--- src/rtl/frame_rd_pkg.sv ---
// Shared types and defaults for the BRAM frame reader.
// The FSM state encoding and clog2 are used by the top level and its port widths.
package frame_rd_pkg;

    typedef enum logic [1:0] {
        IDLE  = 2'd0,
        READ  = 2'd1,
        DRAIN = 2'd2
    } state_t;

    localparam int H_ACTIVE_DEF = 128;
    localparam int V_ACTIVE_DEF = 64;
    localparam int ADDR_W_DEF   = 13;

    // Never returns 0 so that a 1-pixel dimension still gets a 1-bit counter.
    function automatic int clog2(input int value);
        int r;
        r = 0;
        for (int v = value - 1; v > 0; v = v >> 1) begin
            r++;
        end
        return (r < 1) ? 1 : r;
    endfunction

endpackage

--- src/rtl/axis_skid_buf.sv ---
// Two-entry valid/ready register slice carrying {tuser, tlast, tdata}.
// An empty buffer forwards the incoming word in the same cycle, so it adds no latency.
module axis_skid_buf #(
    parameter int W = 10
) (
    input  logic         clk,
    input  logic         reset,
    input  logic         in_valid,
    input  logic [W-1:0] in_data,
    output logic         out_valid,
    output logic [W-1:0] out_data,
    input  logic         out_ready,
    output logic [1:0]   occ,
    output logic [1:0]   occ_nxt
);

    logic [W-1:0] buf_mem [2];
    logic         wr_ptr;
    logic         rd_ptr;
    logic         bypass;
    logic         push;
    logic         pop;

    // The upstream never offers a word when the buffer is full, so push needs no guard.
    always_comb begin
        bypass    = (occ == 2'd0) && in_valid && out_ready;
        push      = in_valid && !bypass;
        pop       = (occ != 2'd0) && out_ready;
        occ_nxt   = occ + {1'b0, push} - {1'b0, pop};
        out_valid = (occ != 2'd0) || in_valid;
        out_data  = '0;
        if (occ != 2'd0) begin
            out_data = buf_mem[rd_ptr];
        end else if (in_valid) begin
            out_data = in_data;
        end
    end

    always_ff @(posedge clk or posedge reset) begin
        if (reset) begin
            occ    <= 2'd0;
            wr_ptr <= 1'b0;
            rd_ptr <= 1'b0;
        end else begin
            occ <= occ_nxt;
            if (push) begin
                wr_ptr <= ~wr_ptr;
            end
            if (pop) begin
                rd_ptr <= ~rd_ptr;
            end
        end
    end

    always_ff @(posedge clk) begin
        if (push) begin
            buf_mem[wr_ptr] <= in_data;
        end
    end

endmodule

--- src/rtl/bram_frame_reader.sv ---
// Reads a completed frame out of BRAM in raster order as an AXI4-Stream video stream.
// Define BLACKOUT_EN to add the rectangular blackout window ports and masking.
module bram_frame_reader
    import frame_rd_pkg::*;
#(
    parameter int ADDR_W    = ADDR_W_DEF,
    parameter int DATA_W    = 8,
    parameter int H_ACTIVE  = H_ACTIVE_DEF,
    parameter int V_ACTIVE  = V_ACTIVE_DEF,
    parameter int BLACK_VAL = 0
) (
    input  logic                        clk,
    input  logic                        reset,
    input  logic                        frame_done,
    output logic                        bram_en,
    output logic [ADDR_W-1:0]           bram_addr_out,
    input  logic [DATA_W-1:0]           bram_dout,
`ifdef BLACKOUT_EN
    input  logic [clog2(H_ACTIVE)-1:0]  blk_x0,
    input  logic [clog2(H_ACTIVE)-1:0]  blk_x1,
    input  logic [clog2(V_ACTIVE)-1:0]  blk_y0,
    input  logic [clog2(V_ACTIVE)-1:0]  blk_y1,
    input  logic                        blk_enable,
`endif
    output logic [DATA_W-1:0]           m_axis_tdata,
    output logic                        m_axis_tvalid,
    input  logic                        m_axis_tready,
    output logic                        m_axis_tuser,
    output logic                        m_axis_tlast,
    output logic                        busy,
    output logic                        overrun
);

    localparam int XW = clog2(H_ACTIVE);
    localparam int YW = clog2(V_ACTIVE);
    localparam logic [XW-1:0] X_LAST = XW'(H_ACTIVE - 1);
    localparam logic [YW-1:0] Y_LAST = YW'(V_ACTIVE - 1);

    function automatic logic [DATA_W-1:0] mask_pixel(input logic [DATA_W-1:0] pix, input logic hit);
        return hit ? DATA_W'(BLACK_VAL) : pix;
    endfunction

    state_t            state;
    state_t            state_nxt;
    logic [XW-1:0]     x;
    logic [YW-1:0]     y;
    logic              pending;
    logic              start;
    logic              issue_last;
    logic              last_beat;
    logic              en_nxt;
    logic              blk_hit;
    logic              vld_p1;
    logic              tuser_p1;
    logic              tlast_p1;
    logic              blk_p1;
    logic [1:0]        skid_occ;
    logic [1:0]        skid_occ_nxt;
    logic [DATA_W+1:0] skid_in;
    logic [DATA_W+1:0] skid_out;

`ifdef BLACKOUT_EN
    logic [XW-1:0] blk_x0_r;
    logic [XW-1:0] blk_x1_r;
    logic [YW-1:0] blk_y0_r;
    logic [YW-1:0] blk_y1_r;
    logic          blk_en_r;

    assign blk_hit = blk_en_r && (x >= blk_x0_r) && (x <= blk_x1_r)
                              && (y >= blk_y0_r) && (y <= blk_y1_r);
`else
    assign blk_hit = 1'b0;
`endif

    // Once every read is issued, the beat that leaves with nothing else outstanding ends the frame.
    always_comb begin
        start      = (state == IDLE) && (frame_done || pending);
        issue_last = bram_en && (x == X_LAST) && (y == Y_LAST);
        last_beat  = (state == DRAIN) && m_axis_tvalid && m_axis_tready
                     && (({1'b0, skid_occ} + {2'b0, vld_p1}) == 3'd1);
        state_nxt  = state;
        case (state)
            IDLE:    if (start)      state_nxt = READ;
            READ:    if (issue_last) state_nxt = DRAIN;
            DRAIN:   if (last_beat)  state_nxt = IDLE;
            default: state_nxt = IDLE;
        endcase
        // Registered enable: next cycle's occupancy plus the read issued this cycle must leave room.
        en_nxt = (state_nxt == READ) && (({1'b0, skid_occ_nxt} + {2'b0, bram_en}) < 3'd2);
    end

    always_ff @(posedge clk or posedge reset) begin
        if (reset) begin
            state         <= IDLE;
            bram_en       <= 1'b0;
            bram_addr_out <= '0;
            x             <= '0;
            y             <= '0;
            pending       <= 1'b0;
            overrun       <= 1'b0;
            busy          <= 1'b0;
`ifdef BLACKOUT_EN
            blk_x0_r      <= '0;
            blk_x1_r      <= '0;
            blk_y0_r      <= '0;
            blk_y1_r      <= '0;
            blk_en_r      <= 1'b0;
`endif
        end else begin
            state   <= state_nxt;
            bram_en <= en_nxt;

            if (start) begin
                pending <= pending && frame_done;
            end else if (frame_done && (state != IDLE)) begin
                pending <= 1'b1;
                if (pending) begin
                    overrun <= 1'b1;
                end
            end

            case (state)
                IDLE: begin
                    if (start) begin
                        busy <= 1'b1;
`ifdef BLACKOUT_EN
                        blk_x0_r <= blk_x0;
                        blk_x1_r <= blk_x1;
                        blk_y0_r <= blk_y0;
                        blk_y1_r <= blk_y1;
                        blk_en_r <= blk_enable;
`endif
                    end
                end
                READ: begin
                    if (bram_en && !issue_last) begin
                        bram_addr_out <= bram_addr_out + ADDR_W'(1);
                        if (x == X_LAST) begin
                            x <= '0;
                            y <= y + YW'(1);
                        end else begin
                            x <= x + XW'(1);
                        end
                    end
                end
                DRAIN: begin
                    if (last_beat) begin
                        busy          <= 1'b0;
                        bram_addr_out <= '0;
                        x             <= '0;
                        y             <= '0;
                    end
                end
                default: ;
            endcase
        end
    end

    // Stage p1: BRAM word in flight, tags captured when its address was issued
    always_ff @(posedge clk or posedge reset) begin
        if (reset) begin
            vld_p1 <= 1'b0;
        end else begin
            vld_p1 <= bram_en;
        end
    end

    always_ff @(posedge clk) begin
        if (bram_en) begin
            tuser_p1 <= (x == '0) && (y == '0);
            tlast_p1 <= (x == X_LAST);
            blk_p1   <= blk_hit;
        end
    end

    assign skid_in = {tuser_p1, tlast_p1, mask_pixel(bram_dout, blk_p1)};

    axis_skid_buf #(.W(DATA_W + 2)) u_skid (
        .clk       (clk),
        .reset     (reset),
        .in_valid  (vld_p1),
        .in_data   (skid_in),
        .out_valid (m_axis_tvalid),
        .out_data  (skid_out),
        .out_ready (m_axis_tready),
        .occ       (skid_occ),
        .occ_nxt   (skid_occ_nxt)
    );

    assign {m_axis_tuser, m_axis_tlast, m_axis_tdata} = skid_out;

endmodule

--- config.mk ---
export PLATFORM = sky130hd
export DESIGN_NAME = bram_frame_reader
export DESIGN_NICKNAME = d
export VERILOG_FILES = /design/src/rtl/frame_rd_pkg.sv /design/src/rtl/axis_skid_buf.sv /design/src/rtl/bram_frame_reader.sv
export SDC_FILE = /design/constraint.sdc
export NUM_CORES = 1
export LEC_CHECK = 0
export ABC_AREA = 1
export CORE_MARGIN = 5
export CORE_UTILIZATION = 55
export CTS_BUF_LIST = sky130_fd_sc_hd__clkbuf_16
export DETAILED_ROUTE_END_ITERATION = 16
export GPL_ROUTABILITY_DRIVEN = 0
export PLACE_DENSITY = 0.85
export SYNTH_ARGS = -nofsm -noshare
export SYNTH_HDL_FRONTEND = slang
export SYNTH_SLANG_ARGS = --single-unit
--- constraint.sdc ---
create_clock -name clk -period 2.9 [get_ports clk]
set_input_delay 0.435 -clock clk [delete_from_list [all_inputs] [get_ports clk]]
set_output_delay 0.435 -clock clk [all_outputs]
set_load 0.02 [all_outputs]
Word-level counts from Yosys, hierarchy flattened
Memory sizes are Yosys's and may differ from the RTL's.
Index checks and enable logic that the tools add are counted.
{ "totals": {"word_cells": 92, "n_memories": 1, "mem_bits_rw": 20, "register_bits": 39, "out_inout_bits": 27, "input_bits": 12} }
{ "op_classes": {"mux": 24, "bitwise_logic": 3, "add_sub_neg": 7, "order_cmp": 1, "eq_ne": 10, "n_reduce_logical": 32} }
{ "mem_list": {"columns": ["name", "words", "word_bits", "rd", "rd_clocked_by_memory_dff", "wr", "line", "text"], "rows": [
  ["u_skid.buf_mem", 2, 10, 1, 0, 1, "axis_skid_buf.sv:17", "logic [W-1:0] buf_mem [2];"]
]} }
{ "op_table": {"columns": ["op", "n"], "rows": [
  ["two-way mux 13 bit", 2],
  ["case mux 13 bit (2 select lines)", 1],
  ["two-way mux 7 bit", 3],
  ["two-way mux 10 bit", 2],
  ["two-way mux 6 bit", 3],
  ["logical AND 1 bit", 15],
  ["case mux 7 bit (2 select lines)", 1],
  ["adder 13 x 1 -> 13 bit (second input constant)", 1],
  ["case mux 6 bit (2 select lines)", 1],
  ["nonzero test 2 bit", 5],
  ["AND reduction 3 bit", 3],
  ["inequality test 2 bit (second input constant)", 4],
  ["adder 7 x 1 -> 7 bit (second input constant)", 1],
  ["equality test 7 bit (second input constant)", 1],
  ["logical NOT 7 bit", 1],
  ["adder 2 x 1 -> 3 bit", 2],
  ["adder 6 x 1 -> 6 bit (second input constant)", 1],
  ["equality test 6 bit (second input constant)", 1],
  ["logical NOT 6 bit", 1],
  ["two-way mux 1 bit", 6],
  ["two-way mux 2 bit", 3],
  ["case mux 2 bit (3 select lines)", 1],
  ["equality test 2 x 1 -> 1 bit (second input constant)", 2],
  ["logical NOT 2 bit", 2],
  ["other kinds (10)", 14]
]} }

Depth between registers and ports, before layout
Gate-level depths: netlist (run 1).
{ "logic_depth": {"depth_word": 10, "ltp_mapped": 11, "mapped_depth_nobuf": 10} }

By module
Synthesis (run 1) repeated with hierarchy kept, for this count alone.
{ "unflattened": {"cells_unflattened": 394, "hier_area_um2": 3358.2} }
{ "modules_own_cells": {"columns": ["module", "cells_each", "instances", "seq_area_each_um2", "area_each_um2"], "rows": [
  ["bram_frame_reader", 278, 1, 885.8, 2223.4],
  ["axis_skid_buf", 116, 1, 700.7, 1134.8]
]} }

Worst setup path after synthesis (run 1)
No wires, ideal clock.
{ "synth_path": {"path_type": "register -> register", "from": "reg u_skid.occ[0]", "to": "reg bram_addr_out[5]", "stages_incl_launch_ff": 12, "path_slack_ns": 1.104, "setup_time_ns": 0.118, "t_required_ns": 2.782, "path_buffers": 1, "period_less_slack_ns": 1.796, "arrival_ns": 1.678, "path_cell_list": "dfrtp_1 > ha_1 > ha_1 > inv_1 > nand2_1 > nor2_1 > nand3_4 > nand2_1 > nand3_4 > buf_12 > nand2_1 > o21ai_2"} }
{ "synth_via": {"elab_chain_cells": 7, "elab_cells_between_ends": 9, "cone_classes": "add/sub: 1; eq/ne: 2; reduce/logical: 6"} }
{ "synth_lines": {"columns": ["item", "line", "text"], "rows": [
  ["start: declaration", "axis_skid_buf.sv:13", "output logic [1:0] occ,"],
  ["start signal: assignment", "axis_skid_buf.sv:45", "occ <= occ_nxt;"],
  ["parallel branches: the longest is 4 deep, another holds adder 2 x 1 -> 3 bit", null, null],
  ["logical AND 1 bit *", "bram_frame_reader.sv:80", "&& (({1'b0, skid_occ} + {2'b0, vld_p1}) == 3'd1);"],
  ["inequality test 2 bit (no source line) *", null, null],
  ["AND reduction 3 bit (no source line) *", null, null],
  ["end signal: assignment", "bram_frame_reader.sv:137", "bram_addr_out <= bram_addr_out + ADDR_W'(1);"],
  ["end: declaration", "bram_frame_reader.sv:16", "output logic [ADDR_W-1:0] bram_addr_out,"]
]} }
Mark *: on every way between the ends.
A chain may end at the register's enable or synchronous reset.

Final worst setup path (run 1)
{ "layout_path": {"from": "reg u_skid.rd_ptr", "to": "out m_axis_tdata[0]"} }
{ "layout_via": {"elab_chain_cells": 2} }
{ "layout_lines": {"columns": ["item", "line", "text"], "rows": [
  ["start: declaration", "axis_skid_buf.sv:19", "logic rd_ptr;"],
  ["start signal: assignment", "axis_skid_buf.sv:50", "rd_ptr <= ~rd_ptr;"],
  ["memory (2 x 10 bit)", null, null],
  ["two-way mux 10 bit", "axis_skid_buf.sv:32", "if (occ != 2'd0) begin"],
  ["end: declaration", "bram_frame_reader.sv:25", "output logic [DATA_W-1:0] m_axis_tdata,"]
]} }
No other way between the ends.

==> reports/summary.log, run 1 <==
qor: critical_path.critPathRequiredTime 2470 ps
qor: routing.ant_nets 0
qor: cts.cts_num_sinks 59
qor: final_layout.drive_gt1_frac 0.1501
qor: yosys.syn-num-nets 384
qor: min_path.worstHoldPathType reg -> reg
qor: yosys.ys_ff_latch 59
qor: pwr.powerDensity 979.1 nW/um^2
qor: yosys.synth_sequential_area_ratio 0.4892
qor: critical_path.worstPathMaxFanout 12
qor: critical_path.worstPathCellList clkinv_1 -> nor2_1 -> o31ai_1 -> clkdlybuf4s50_1
qor: grt.globalRoute.totalOverflow 0
qor: routing.drt-initial-drc-count 137
qor: routing.post_drt_via_cell_ratio 5.324
qor: timing.maxSlewViolCount 0
qor: final_layout.area_delta_synth_final 22.96%
qor: yosys.synth_area_leader_cell dfrtp_1
qor: cts.cts_root_buffer clkbuf_16
qor: placed_design.dp_slack 561.4 ps
qor: placed_design.place_area 3677 um^2
qor: timing.fin_skew 7.726 ps
qor: timing.totalNegativeSetupSlack 0 ps
qor: yosys.synthesis.yosys.warnings 0
qor: timing.max_freq 0.3786 GHz
qor: grt.number_of_global_route_vias_before_repair 2555
qor: cts.clock_latency 320 ps
qor: cts.postCtsSetupBuffers 0
qor: yosys.syn-instance-count 363
qor: critical_path.kind_of_end_point_of_the_critical_path output port
qor: critical_path.cp_data_arrival_time 2210 ps
qor: critical_path.nature_of_the_critical_path_startpoint flip-flop
qor: pwr.maximum_vdd_drop 579.1 uV
qor: placed_design.io_buffer_count 38
qor: critical_path.worst-path-buf-inv 2
qor: final_layout.final_nets 429
qor: cts.ctsLongestPathBuffers 2
qor: floorplanning.floorplan.die_area 7533 um^2
qor: critical_path.cp_top_family buffers and inverters
qor: floorplanning.placement_rows 28
qor: timing.maxSlewHeadroom 0.6154
qor: final_layout.nFillCells 446
qor: final_layout.final_cell_area_excluding_filler_cells 3988 um^2
qor: timing.setup_repair_after_global_routing_missed_its_margin no
qor: floorplanning.core-area 5816 um^2
qor: placed_design.place_hpwl 4.592 mm
qor: yosys.cell_area_synth 3243 um^2
qor: routing.routedWlPerCell 14.03 um
qor: run.max_cap_viol_count 0
qor: timing.layout_worst_path_cycle_share 0.9108
qor: timing.final_critical_path_setup_slack 258.8 ps
qor: grt.antenna_found_initial 0
qor: routing.dr.pass1.iters 4
qor: cts.cts.htree.levels 3
qor: status.result_of_the_run finished, final reports clean
qor: routing.wirelength 6.845 mm
qor: cts.hold_buffers 0
qor: yosys.yosys_most_used_dff dfrtp_1
qor: yosys.synth_enable_flop_cells 22
qor: critical_path.cpPeakStageDelay 620 ps
qor: routing.num_vias 2598
qor: cts.cts_buffers 9
qor: timing.worst_slew_pin_slew 576.9 ps
qor: grt.overall_global_routing_usage 0.2007
qor: final_layout.antenna_cells 0
qor: yosys.ys_types 38
qor: yosys.synthesis.area_per_instance 8.934 um^2
qor: critical_path.worst-setup-path-type reg -> out
qor: yosys.area_share_of_the_largest_cell_type_after_synthesis 0.2855
qor: routing.drc_errors 0
qor: floorplanning.pin_count 39
qor: cts.cts_repair_resize_count 0
qor: critical_path.setup.reg_to_reg.worst_slack 620 ps
qor: timing.finalWorstPathRequiredPeriod 2641 ps
qor: floorplanning.start_util 0.5577
qor: pwr.power.leakage 1.756 nW
qor: timing.finalHoldViolCount 0
qor: timing.setup_viol 0
qor: grt.grt_first_pass_wirelength 11.85 mm
qor: yosys.synth.area.top_cells dfrtp_1 29%, edfxtp_1 20%, nand2_1 8.9%
qor: timing.fin_worst_hold_slack 495.3 ps
qor: yosys.postSynth.asyncResetShare 0.6271
qor: cts.tritoncts built
qor: cts.path_clk_slew 50 ps
qor: floorplanning.die_y 86.79 um
qor: floorplanning.die_w 86.79 um
qor: pwr.power.total 3.904 mW
qor: grt.grt_start_max_net_pins 41
qor: critical_path.cp_slowest_cell dfrtp_1
-- through the flow --
step / util / instances
after CTS: 0.6857 / 488
final: 0.6857 / 488
after global placement: 0.6323 / 472
after detailed placement: 0.6323 / 472
after global routing: 0.6857 / 488
after floorplan: - / 363
-- cell usage in the layout (no fill, tap or decap), types with 7 or more instances in the layout --
master	synthesis	layout
nand2_1	77	77
clkdlybuf4s50_1	0	38
o31ai_1	10	10
nand2_2	7	7
edfxtp_1	22	22
nand3_1	48	48
o21ai_2	20	20
inv_1	34	35
dfrtp_1	37	37
clkbuf_16	0	9
nor2_1	48	48
ha_1	9	9
-- power by group --
group          leakage (nW)  internal [mW]  switching, mW
clock network         0.154          0.742          0.366
logic                 0.925          0.620          0.880
registers             0.677           1.10          0.196
total                  1.76           2.46           1.44
-- cell usage after synthesis, drive strengths merged (3+ instances only) --
library cell,count
nand2,85
nor2,52
nand3,51
dfrtp,37
inv,36
edfxtp,22
o21ai,22
o31ai,10
ha,9
nand4,7
buf,5
or2,5
a21o,4
clkbuf,4
xor2,3
-- area by class of cell --
| class | instances | area [um^2] | share of cell area |
|---|---|---|---|
| inverters | 38 | 142.6 | 0.03577 |
| repair buffers | 43 | 417.9 | 0.1048 |
| clock inverters | 7 | 85.08 | 0.02134 |
| flip-flops and latches | 59 | 1587 | 0.3979 |
| multi-input cells | 257 | 1436 | 0.3602 |
| clock buffers | 9 | 225.2 | 0.05648 |
| well taps | 75 | 93.84 | 0.02353 |
-- logic make-up after synthesis --
group,after synthesis,synth area share
simple gates,204,0.2963
flops,59,0.4892
buf+inv,47,0.06790
compound gates,39,0.09838
fa+ha+maj,9,0.03472
xor+xnor,5,0.01351
-- sequential cells by signal, summed over array words and instances, names as in the netlist, 2 cells and up --
name	flops
u_skid.buf_mem	20
bram_addr_out	13
x	7
y	6
state	2
u_skid.occ	2
-- path summary, 6_finish.rpt --
kind	from	endpoint	cells past startpoint
setup / recovery	u_skid.rd_ptr	m_axis_tdata[0]	4
hold / removal	tuser_p1	u_skid.buf_mem[1][9]	0
setup reg to reg	u_skid.occ[0]	bram_addr_out[4]	10
hold reg to reg	tuser_p1	u_skid.buf_mem[1][9]	0
max in group asynchronous	reset	bram_addr_out[12]	3
min in group asynchronous	reset	pending	3
-- routing by layer --
layer	GRT usage	share of wire	up-vias	routed length, um
li1	-	-	1293	-
met1	0.2421	0.42	1247	2902
met2	0.3506	0.52	52	3568
met3	0.04943	0.047	6	322
met4	0.06374	0.0076	0	52
met5	0	0	-	0
Note: power is estimated with default switching activity, not from simulation.
==> inputs of run 2 (changes only) <==
--- a/config.mk
+++ b/config.mk
@@ -6,12 +6,13 @@
 export NUM_CORES = 1
 export LEC_CHECK = 0
 export ABC_AREA = 1
-export CORE_MARGIN = 5
-export CORE_UTILIZATION = 55
+export CAP_MARGIN = 20
+export CORE_MARGIN = 10
+export CORE_UTILIZATION = 43
 export CTS_BUF_LIST = sky130_fd_sc_hd__clkbuf_16
 export DETAILED_ROUTE_END_ITERATION = 16
 export GPL_ROUTABILITY_DRIVEN = 0
-export PLACE_DENSITY = 0.85
+export PLACE_DENSITY = 0.7
 export SYNTH_ARGS = -nofsm -noshare
 export SYNTH_HDL_FRONTEND = slang
 export SYNTH_SLANG_ARGS = --single-unit
==> reports/summary.log, run 2 (same netlist as run 1, synthesis figures left out) <==
qor: critical_path.kind_of_end_point_of_the_critical_path output port
qor: final_layout.antenna_cells 0
qor: routing.dr.pass1.iters 4
qor: floorplanning.floorplan.die_area 11420 um^2
qor: placed_design.place_hpwl 5.046 mm
qor: pwr.power.leakage 1.765 nW
qor: final_layout.seq_area 1587 um^2
qor: final_layout.largest_registers u_skid.buf_mem (20), bram_addr_out (13), x (7)
qor: routing.drt-initial-drc-count 121
qor: final_layout.regMostFlops u_skid.buf_mem
qor: cts.postCtsSetupBuffers 0
qor: critical_path.cp_top_family buffers and inverters
qor: floorplanning.start_util 0.4447
qor: cts.cts_buffers 9
qor: pwr.maximum_vdd_drop 386.2 uV
qor: cts.hold_buffers 0
qor: critical_path.worstPathCellList clkinv_1 -> nor2_1 -> o31ai_1 -> clkdlybuf4s50_1
qor: cts.tritoncts built
qor: routing.ant_nets 0
qor: routing.post_drt_via_cell_ratio 5.068
qor: routing.drc_errors 0
qor: timing.maxSlewHeadroom 0.6019
qor: cts.cts_repair_resize_count 0
qor: timing.max_freq 0.3841 GHz
qor: timing.layout_worst_path_cycle_share 0.8977
qor: cts.ctsLongestPathBuffers 2
qor: grt.number_of_global_route_vias_before_repair 2647
qor: grt.grt_first_pass_wirelength 12.45 mm
qor: timing.worst_slew_pin_slew 597.1 ps
qor: critical_path.setup.reg_to_reg.worst_slack 440 ps
qor: final_layout.multi_input_area 1436 um^2
qor: min_path.worstHoldPathType reg -> reg
qor: final_layout.area_delta_synth_final 24.34%
qor: min_path.worstHoldStart tuser_p1
qor: critical_path.nature_of_the_critical_path_startpoint flip-flop
qor: timing.finalHoldViolCount 0
qor: grt.globalRoute.totalOverflow 0
qor: critical_path.worst-path-buf-inv 2
qor: critical_path.cp_slowest_cell dfrtp_1
qor: cts.path_clk_slew 60 ps
qor: critical_path.worstPathMaxFanout 12
qor: timing.totalNegativeSetupSlack 0 ps
qor: critical_path.worst-setup-path-type reg -> out
qor: timing.fin_skew 7.436 ps
qor: min_path.min_delay_path_depth 0
qor: routing.num_vias 2590
qor: run.max_cap_viol_count 0
qor: grt.grt_start_max_net_pins 41
qor: routing.routedWlPerCell 14.10 um
qor: timing.setup_repair_after_global_routing_missed_its_margin no
qor: floorplanning.die_w 106.8 um
qor: critical_path.cpPeakStageDelay 620 ps
qor: status.result_of_the_run finished, final reports clean
qor: final_layout.largest_reg_flops 20
qor: final_layout.final_common_cell nand2_1
qor: pwr.powerDensity 983.0 nW/um^2
qor: placed_design.dp.cells 495
qor: cts.cts_num_sinks 59
qor: final_layout.final_nets 428
qor: floorplanning.die_y 106.8 um
qor: timing.finalWorstPathRequiredPeriod 2603 ps
qor: final_layout.nFillCells 687
qor: final_layout.drive_gt1_frac 0.1481
qor: timing.maxSlewViolCount 0
qor: grt.antenna_found_initial 0
qor: cts.cts.htree.levels 3
qor: final_layout.final-instance-count-excl-fill 511
qor: grt.overall_global_routing_usage 0.1331
qor: placed_design.io_buffer_count 38
qor: min_path.hold_path_end u_skid.buf_mem[1][9]
qor: cts.cts_root_buffer clkbuf_16
qor: critical_path.levels_on_crit_path 4
qor: critical_path.worst_r2r_path_depth 10
qor: floorplanning.pin_count 39
qor: final_layout.mostFrequentLayoutCells 77 x nand2_1, 48 x nand3_1, 48 x nor2_1
qor: critical_path.reg2reg_to x[5]
qor: floorplanning.placement_rows 31
qor: routing.wirelength 7.207 mm
qor: critical_path.critPathRequiredTime 2470 ps
qor: critical_path.cp_data_arrival_time 2170 ps
qor: timing.setup_viol 0
qor: floorplanning.core-area 7292 um^2
qor: critical_path.timing.rr.start vld_p1
qor: cts.clock_latency 320 ps
-- run 2: how the worst max path moves through the flow --
stage	start	endpoint	slack (ps)
6_report	u_skid.rd_ptr	m_axis_tdata[1]	300
3_5_place_dp	vld_p1	x[0]	450
5_1_grt	u_skid.rd_ptr	m_axis_tdata[0]	100
4_1_cts	u_skid.rd_ptr	m_axis_tdata[1]	240
2_1_floorplan	u_skid.occ[0]	bram_addr_out[5]	1100
3_3_place_gp	vld_p1	x[3]	540
-- run 2: report_power, final --
group	switching [mW]	total [mW]	internal [mW]
registers	0.214	1.31	1.10
logic	0.854	1.46	0.609
clock network	0.360	1.19	0.829
total	1.43	3.96	2.54
-- run 2: metal layers --
| layer | wire length [um] | part of all wire | up-vias | GRT usage |
|---|---|---|---|---|
| li1 | - | - | 1295 | - |
| met1 | 3156 | 0.44 | 1238 | 0.1576 |
| met2 | 3634 | 0.50 | 48 | 0.2261 |
| met3 | 307 | 0.043 | 9 | 0.03533 |
| met4 | 109 | 0.015 | 0 | 0.05029 |
| met5 | 0 | 0 | - | 0 |
-- run 2: cell type report --
cell class / count / share of cell area
tap: 99 / 0.03072
multi-input combinational: 257 / 0.3562
clock inverter: 7 / 0.02668
sequential: 59 / 0.3934
inverter: 38 / 0.03537
timing repair buffer: 42 / 0.1018
clock buffer: 9 / 0.05585
-- run 2: metrics by stage --
stage            util  hold WS, ps  setup slack [ps]  instance area [um^2]  total power [mW]
5_1_grt        0.5530        510.2             104.6                  4033             4.220
6_report       0.5530        483.8             296.6                  4033             3.964
2_1_floorplan       -        445.7              1104                  3243             2.304
4_1_cts        0.5530        480.8             243.6                  4033             4.018
3_3_place_gp   0.5074        453.9             535.3                  3700             2.744
3_5_place_dp   0.5074        463.8             447.1                  3700             2.815
